File: src/rtl/clint_timer_pkg.sv
// -----------------------------------------------------------------------------
// clint_timer_pkg
//   Shared definitions for the CLINT machine timer: register byte offsets,
//   the decoded register-select enum, reset constants and the address
//   decode helper used by clint_timer.
//
//   Optional feature macro: TIMER_PRESCALE_EN (see clint_timer.sv).
// -----------------------------------------------------------------------------
package clint_timer_pkg;

  // Register byte offsets within the 32-byte timer window.
  localparam logic [4:0] TMR_MTIME_LO    = 5'h00;
  localparam logic [4:0] TMR_MTIME_HI    = 5'h04;
  localparam logic [4:0] TMR_MTIMECMP_LO = 5'h08;
  localparam logic [4:0] TMR_MTIMECMP_HI = 5'h0C;
  localparam logic [4:0] TMR_PRESCALE    = 5'h10;

  // mtimecmp resets to all ones so the interrupt cannot fire before software
  // has programmed a compare value.
  localparam logic [63:0] MTIMECMP_RST = 64'hFFFF_FFFF_FFFF_FFFF;

  typedef enum logic [2:0] {
    SEL_MTIME_LO,
    SEL_MTIME_HI,
    SEL_MTIMECMP_LO,
    SEL_MTIMECMP_HI,
    SEL_PRESCALE,
    SEL_NONE
  } reg_sel_e;

  // Word-aligned decode: the byte-lane bits [1:0] never affect selection.
  function automatic reg_sel_e decode_addr(input logic [4:2] word_addr);
    case ({word_addr, 2'b00})
      TMR_MTIME_LO:    return SEL_MTIME_LO;
      TMR_MTIME_HI:    return SEL_MTIME_HI;
      TMR_MTIMECMP_LO: return SEL_MTIMECMP_LO;
      TMR_MTIMECMP_HI: return SEL_MTIMECMP_HI;
      TMR_PRESCALE:    return SEL_PRESCALE;
      default:         return SEL_NONE;
    endcase
  endfunction

endpackage

File: src/rtl/clint_timer_prescaler.sv
// -----------------------------------------------------------------------------
// timer_prescaler
//   Divides the system clock into mtime ticks. An 8-bit counter runs from 0
//   up to prescale_i; the cycle on which it equals prescale_i is a tick and
//   the counter returns to 0, so a prescale of N gives one tick every N+1
//   cycles (N=0 ticks every cycle). clear_i restarts the count.
//
//   Only compiled when TIMER_PRESCALE_EN is defined; the default build has
//   no prescaler at all.
//
//   Ports:
//     clk         system clock
//     reset       asynchronous active-low reset
//     prescale_i  current prescale value (divide by prescale_i + 1)
//     clear_i     restart the count (software wrote the prescale register)
//     tick_o      one-cycle tick enable for mtime
// -----------------------------------------------------------------------------
`ifdef TIMER_PRESCALE_EN
module timer_prescaler (
  input  logic       clk,
  input  logic       reset,
  input  logic [7:0] prescale_i,
  input  logic       clear_i,
  output logic       tick_o
);

  logic [7:0] cnt_q;
  logic [7:0] cnt_d;

  assign tick_o = (cnt_q == prescale_i);

  always_comb begin
    if (clear_i || tick_o) begin
      cnt_d = 8'h00;
    end else begin
      cnt_d = cnt_q + 8'h01;
    end
  end

  always_ff @(posedge clk or negedge reset) begin
    if (!reset) begin
      cnt_q <= 8'h00;
    end else begin
      cnt_q <= cnt_d;
    end
  end

endmodule
`endif

File: src/rtl/clint_timer.sv
// -----------------------------------------------------------------------------
// clint_timer
//   RISC-V CLINT-style machine timer: a free-running 64-bit mtime counter, a
//   64-bit mtimecmp register and a level-sensitive timer interrupt raised
//   while mtime >= mtimecmp. Registers are accessed as 32-bit halves over a
//   simple strobe bus with one-cycle registered read latency.
//
//   Register map (byte offsets, bits [1:0] ignored):
//     0x00 mtime[31:0]     0x04 mtime[63:32]
//     0x08 mtimecmp[31:0]  0x0C mtimecmp[63:32]
//     0x10 prescale[7:0]   (reads 0 unless TIMER_PRESCALE_EN)
//     0x14-0x1C unmapped: read 0, writes ignored
//
//   Optional feature macro: TIMER_PRESCALE_EN adds an 8-bit prescale register
//   and the timer_prescaler sub-module; without it mtime ticks every cycle.
//
//   Parameters:
//     TICK_RST         reset value of mtime[31:0]
//
//   Ports:
//     clk              system clock, all state changes on the rising edge
//     reset            asynchronous active-low reset
//     tmr_we           write strobe
//     tmr_re           read strobe
//     tmr_addr         byte offset
//     tmr_wdata        write data
//     tmr_rdata        registered read data, held while tmr_rvalid is low
//     tmr_rvalid       one-cycle read-data-valid pulse
//     timer_interrupt  machine timer interrupt request (MIP.MTIP source)
// -----------------------------------------------------------------------------
module clint_timer
  import clint_timer_pkg::*;
#(
  parameter logic [31:0] TICK_RST = 32'h0
) (
  input  logic        clk,
  input  logic        reset,
  input  logic        tmr_we,
  input  logic        tmr_re,
  input  logic [4:0]  tmr_addr,
  input  logic [31:0] tmr_wdata,
  output logic [31:0] tmr_rdata,
  output logic        tmr_rvalid,
  output logic        timer_interrupt
);

  reg_sel_e    sel;
  logic        tick;
  logic [31:0] prescale_rd;
  logic [31:0] rd_mux;

  logic [63:0] mtime_q,    mtime_d;
  logic [63:0] mtimecmp_q, mtimecmp_d;
  logic [31:0] rdata_q;
  logic        rvalid_q;
  logic        irq_q;

  // Accesses are always full-word, so the byte-lane address bits carry no
  // information.
  logic unused_addr_bits;
  assign unused_addr_bits = ^tmr_addr[1:0];

  assign sel = decode_addr(tmr_addr[4:2]);

  // ---------------------------------------------------------------------------
  // Tick source
  // ---------------------------------------------------------------------------
`ifdef TIMER_PRESCALE_EN
  logic [7:0] prescale_q;
  logic       wr_prescale;

  assign wr_prescale = tmr_we && (sel == SEL_PRESCALE);
  assign prescale_rd = {24'h0, prescale_q};

  always_ff @(posedge clk or negedge reset) begin
    if (!reset) begin
      prescale_q <= 8'h00;
    end else if (wr_prescale) begin
      prescale_q <= tmr_wdata[7:0];
    end
  end

  timer_prescaler u_prescaler (
    .clk        (clk),
    .reset      (reset),
    .prescale_i (prescale_q),
    .clear_i    (wr_prescale),
    .tick_o     (tick)
  );
`else
  assign tick        = 1'b1;
  assign prescale_rd = 32'h0;
`endif

  // ---------------------------------------------------------------------------
  // Next-state logic
  // ---------------------------------------------------------------------------
  // NOTE: every signal assigned in an always_comb gets a default on entry;
  // a path that leaves it unassigned would infer a latch.
  always_comb begin
    mtime_d = mtime_q;
    if (tmr_we && (sel == SEL_MTIME_LO)) begin
      mtime_d = {mtime_q[63:32], tmr_wdata};
    end else if (tmr_we && (sel == SEL_MTIME_HI)) begin
      mtime_d = {tmr_wdata, mtime_q[31:0]};
    end else if (tick) begin
      // A single 64-bit add carries a low-word wrap into the high word in
      // the same cycle; a software write above drops the whole increment.
      mtime_d = mtime_q + 64'd1;
    end
  end

  always_comb begin
    mtimecmp_d = mtimecmp_q;
    if (tmr_we && (sel == SEL_MTIMECMP_LO)) begin
      mtimecmp_d = {mtimecmp_q[63:32], tmr_wdata};
    end else if (tmr_we && (sel == SEL_MTIMECMP_HI)) begin
      mtimecmp_d = {tmr_wdata, mtimecmp_q[31:0]};
    end
  end

  // Read mux uses pre-edge register values, so a read that coincides with a
  // write to the same offset returns the old contents.
  always_comb begin
    rd_mux = 32'h0;
    case (sel)
      SEL_MTIME_LO:    rd_mux = mtime_q[31:0];
      SEL_MTIME_HI:    rd_mux = mtime_q[63:32];
      SEL_MTIMECMP_LO: rd_mux = mtimecmp_q[31:0];
      SEL_MTIMECMP_HI: rd_mux = mtimecmp_q[63:32];
      SEL_PRESCALE:    rd_mux = prescale_rd;
      default:         rd_mux = 32'h0;
    endcase
  end

  // ---------------------------------------------------------------------------
  // State registers
  // ---------------------------------------------------------------------------
  // NOTE: sequential state uses non-blocking assignments so every register
  // samples pre-edge values regardless of statement order.
  always_ff @(posedge clk or negedge reset) begin
    if (!reset) begin
      mtime_q    <= {32'h0, TICK_RST};
      mtimecmp_q <= MTIMECMP_RST;
      rdata_q    <= 32'h0;
      rvalid_q   <= 1'b0;
      irq_q      <= 1'b0;
    end else begin
      mtime_q    <= mtime_d;
      mtimecmp_q <= mtimecmp_d;
      rvalid_q   <= tmr_re;
      if (tmr_re) begin
        rdata_q <= rd_mux;
      end
      // Level-sensitive compare on pre-edge values: lags the condition by
      // one cycle and clears only when the condition itself goes false.
      irq_q <= (mtime_q >= mtimecmp_q);
    end
  end

  assign tmr_rdata       = rdata_q;
  assign tmr_rvalid      = rvalid_q;
  assign timer_interrupt = irq_q;

endmodule

File: config.mk
export PLATFORM = sky130hd
export DESIGN_NAME = clint_timer
export DESIGN_NICKNAME = d
export VERILOG_FILES = /design/src/rtl/clint_timer_pkg.sv /design/src/rtl/clint_timer_prescaler.sv /design/src/rtl/clint_timer.sv
export SDC_FILE = /design/constraint.sdc
export NUM_CORES = 1
export LEC_CHECK = 0
export ABC_CLOCK_PERIOD_IN_PS = 3100
export BUFFER_PORTS_ARGS = -buffer_cell sky130_fd_sc_hd__buf_2
export CAP_MARGIN = 5
export CORE_MARGIN = 8
export CORE_UTILIZATION = 46
export DETAILED_ROUTE_END_ITERATION = 10
export SYNTH_ARGS = -nofsm -noshare
export SYNTH_HDL_FRONTEND = slang
export SYNTH_SLANG_ARGS = --single-unit
File: constraint.sdc
create_clock -name clk -period 3.1 [get_ports clk]
set_input_delay 0.62 -clock clk [delete_from_list [all_inputs] [get_ports clk]]
set_output_delay 0.62 -clock clk [all_outputs]
set_load 0.02 [all_outputs]
==> impl_metrics.tcl <==
set metrics [dict create \
    layout.nets 1255 \
    grt_usage_pct 23.2 \
    arrival_ns 3.04 \
    drc_errors 0 \
    worst_setup_path_start_kind "register" \
    power.switching_mw 2.64 \
    drive_gt1_share_pct 23.8 \
    firstDrtPassIters 5 \
    slew_viol_final 0 \
    intPower_mw 4.89 \
    chipHeight_um 164 \
    final_hold_viol_count 0 \
    area_growth_pct 14.1 \
    num_vias 8656 \
    core_um2 21600 \
    fmax_ghz 0.374 \
    critical_path_class "register to register" \
    required_ns 3.47 \
    endpoint_kind "register" \
    yosysTopAreaCell "dfrtp_1" \
    clkPwrFrac_pct 29.1 \
    synth_largest_type_area_fraction_pct 24.4 \
    dieArea_um2 26900 \
    power.density_nw_per_um2 657 \
    cts_tree "yes" \
    antennaDiodeCount 0 \
    met3_usage_pct 4.29 \
    busiest_layer "met2" \
    grtUsageMet2_pct 36.3 \
    min_path_type "primary input to async pin" \
    ir_drop_v 0.000320 \
    rsz0062_at_grt "no" \
    root_buffer "clkbuf_16" \
    clock_sinks 162 \
    ys_seq_elements 162 \
    antenna_left 0 \
    dp_hpwl_um 21500 \
    ctsHoldBuffers 0 \
    clk_latency_ns 0.43 \
    grt_max_degree 54 \
    pwr-share-comb_pct 28.2 \
    synth_area_leaders "dfrtp_1 24%, dfstp_2 17%, ha_1 8.1%" \
    synth_cells 1076 \
    postSynth.asyncResetShare_pct 100 \
    initial_utilization_pct 46.5 \
    rows 54 \
    yosysUniqueCellTypes 74 \
    first_iter_violations 710 \
    period_needed_ns 2.67 \
    ys_seq_area_share_pct 41.1 \
    sequentialPowerShare_pct 42.7 \
    cap_violations 0 \
    numCtsBuffers 17 \
    synthesis.area_um2 10100 \
    place.gp.congestion 0.859 \
    wl_um 30300 \
    grt_pass1_wl_um 48200 \
    avgRoutedWirePerCell_um 21.0 \
    io_buffers 72 \
    finalCritPeriodShare_pct 86.2 \
    syn_nets 1182 \
    nFillCells 2035 \
    path_clk_slew_ns 0.06 \
    cts_setup_buffers 0 \
    grt_overflow 0 \
    die_x_um 164 \
    antenna_found_initial 0 \
    ys_warn_count 0 \
    path_max_fanout 6 \
    synthFlopType "dfrtp_1" \
    syn_area_per_cell_um2 9.35 \
    met1_usage_pct 32.1 \
    fin_tns_setup_ns 0 \
    total_power_mw 7.53 \
    power.leakage_nw 4.96 \
    multi_input_comb_area_um2 5300 \
    skew_ns 0.0116 \
    synth_edf_count 0 \
    ctsHtreeMaxLevel 4 \
    setup_viol 0 \
    status "finished clean" \
    relSlewSlack_pct 54.7 \
    final_util_pct 53.1 \
    first_global_vias 8579 \
    swShare_pct 35.0 \
    via_per_inst 6.00 \
    worstMarginPinSlew_ns 0.674 \
    io_pins 75 \
    seq_area_um2 4130 \
    clock_path_buffers 2 \
    post_cts_resized 0 \
]
## final timing paths
check / slack [ns] / startpoint / to / cells past startpoint
hold / removal: 0.15 / reset / tmr_rdata[12] / 1
min in group clk: 0.44 / tmr_wdata[7] / mtimecmp_q[7] / 3
setup reg to reg: 0.43 / mtime_q[0] / mtime_q[60] / 7
setup / recovery: 0.43 / mtime_q[0] / mtime_q[60] / 7
hold reg to reg: 0.51 / mtimecmp_q[27] / mtimecmp_q[27] / 2
max in group asynchronous: 2.07 / reset / mtimecmp_q[17] / 2
## area by class of cell
type                    instances  area share (%)
multi-input cells             756            46.2
flip-flops and latches        162            36.0
repair buffers                108            6.10
clock buffers                  21            3.84
inverters                     104            3.40
well taps                     280            3.05
clock inverters                11            1.36
## worst max-delay path: stages, from the launching register on
cell     delay (ns)
dfrtp_1        0.47
ha_1           0.27
nand3_2        0.17
nor4_4         0.52
nand4_1        0.35
or4b_1         0.56
a21oi_1        0.15
a221o_1        0.12
## per-layer routing
layer	share of wire, %	wire (um)
met1	46	14000
met2	46	13800
met3	6.1	1860
met4	1.9	577
met5	0	0
## cells by family after synthesis
group           Yosys count  share of synthesized area, %
simple gates            320                          16.8
compound gates          310                          19.5
mux                      51                          7.39
fa+ha+maj                65                          8.09
flops                   162                          41.1
xor+xnor                 10                         0.871
buf+inv                 158                          6.31
## flip-flops by register name, summed over array words and instances, names as in the netlist
signal,count
mtime_q,64
mtimecmp_q,64
tmr_rdata,32
timer_interrupt,1
tmr_rvalid,1
## synth_stat cells (4+ instances only)
cell,n
mux2_2,33
ha_1,65
o211ai_1,15
o22ai_1,25
a21oi_1,57
a31oi_1,29
nor2_1,71
dfstp_2,64
nand3_1,32
buf_2,10
a311oi_1,5
mux4_2,14
nor4_1,5
a211o_1,4
a22oi_1,44
buf_1,8
nor4_4,4
dfrtp_1,98
nor3_2,4
a21o_1,10
and4_1,7
a221o_1,6
xnor2_1,10
nand4_1,25
o21a_1,4
and3_1,16
or3_1,5
o21ai_1,4
o21ai_0,82
nand2_1,103
inv_1,104
clkbuf_1,32
nor3_1,14
and2_1,6
## power groups by stage
stage               registers, mW  logic, mW  clock network [mW]
floorplan                    3.16       1.43                   0
global placement             3.23       2.07                   0
detailed placement           3.24       2.11                   0
CTS                          3.21       2.13                2.24
global route                 3.30       2.42                2.31
finish                       3.22       2.12                2.19
## metrics by stage
step	hold WS [ns]	instance area (um^2)	worst slack [ns]	cells
after floorplan	0.324	10100	0.864	1076
after global placement	0.499	10900	0.532	1410
after detailed placement	0.505	10900	0.499	1410
after CTS	0.158	11500	0.466	1442
after global routing	0.177	11500	0.251	1442
final	0.151	11500	0.427	1442
## cells in the final DEF (no fill, tap or decap), types with 5 or more instances in the layout
| cell | count |
|---|---|
| inv_1 | 104 |
| nand2_1 | 103 |
| dfrtp_1 | 98 |
| o21ai_0 | 82 |
| buf_2 | 71 |
| nor2_1 | 69 |
| ha_1 | 65 |
| dfstp_2 | 64 |
| a21oi_1 | 57 |
| a22oi_1 | 44 |
| mux2_2 | 33 |
| nand3_1 | 32 |
| buf_4 | 31 |
| a31oi_1 | 29 |
| nand4_1 | 25 |
| o22ai_1 | 25 |
| clkbuf_16 | 17 |
| and3_1 | 16 |
| o211ai_1 | 15 |
| nor3_1 | 14 |
| mux4_2 | 14 |
| a21o_1 | 10 |
| xnor2_1 | 10 |
| and4_1 | 7 |
| a221o_1 | 6 |
| nor4_1 | 5 |
| or3_1 | 5 |
| and2_1 | 5 |
| a311oi_1 | 5 |
| buf_12 | 5 |
Power figures use the tool's default switching activity.
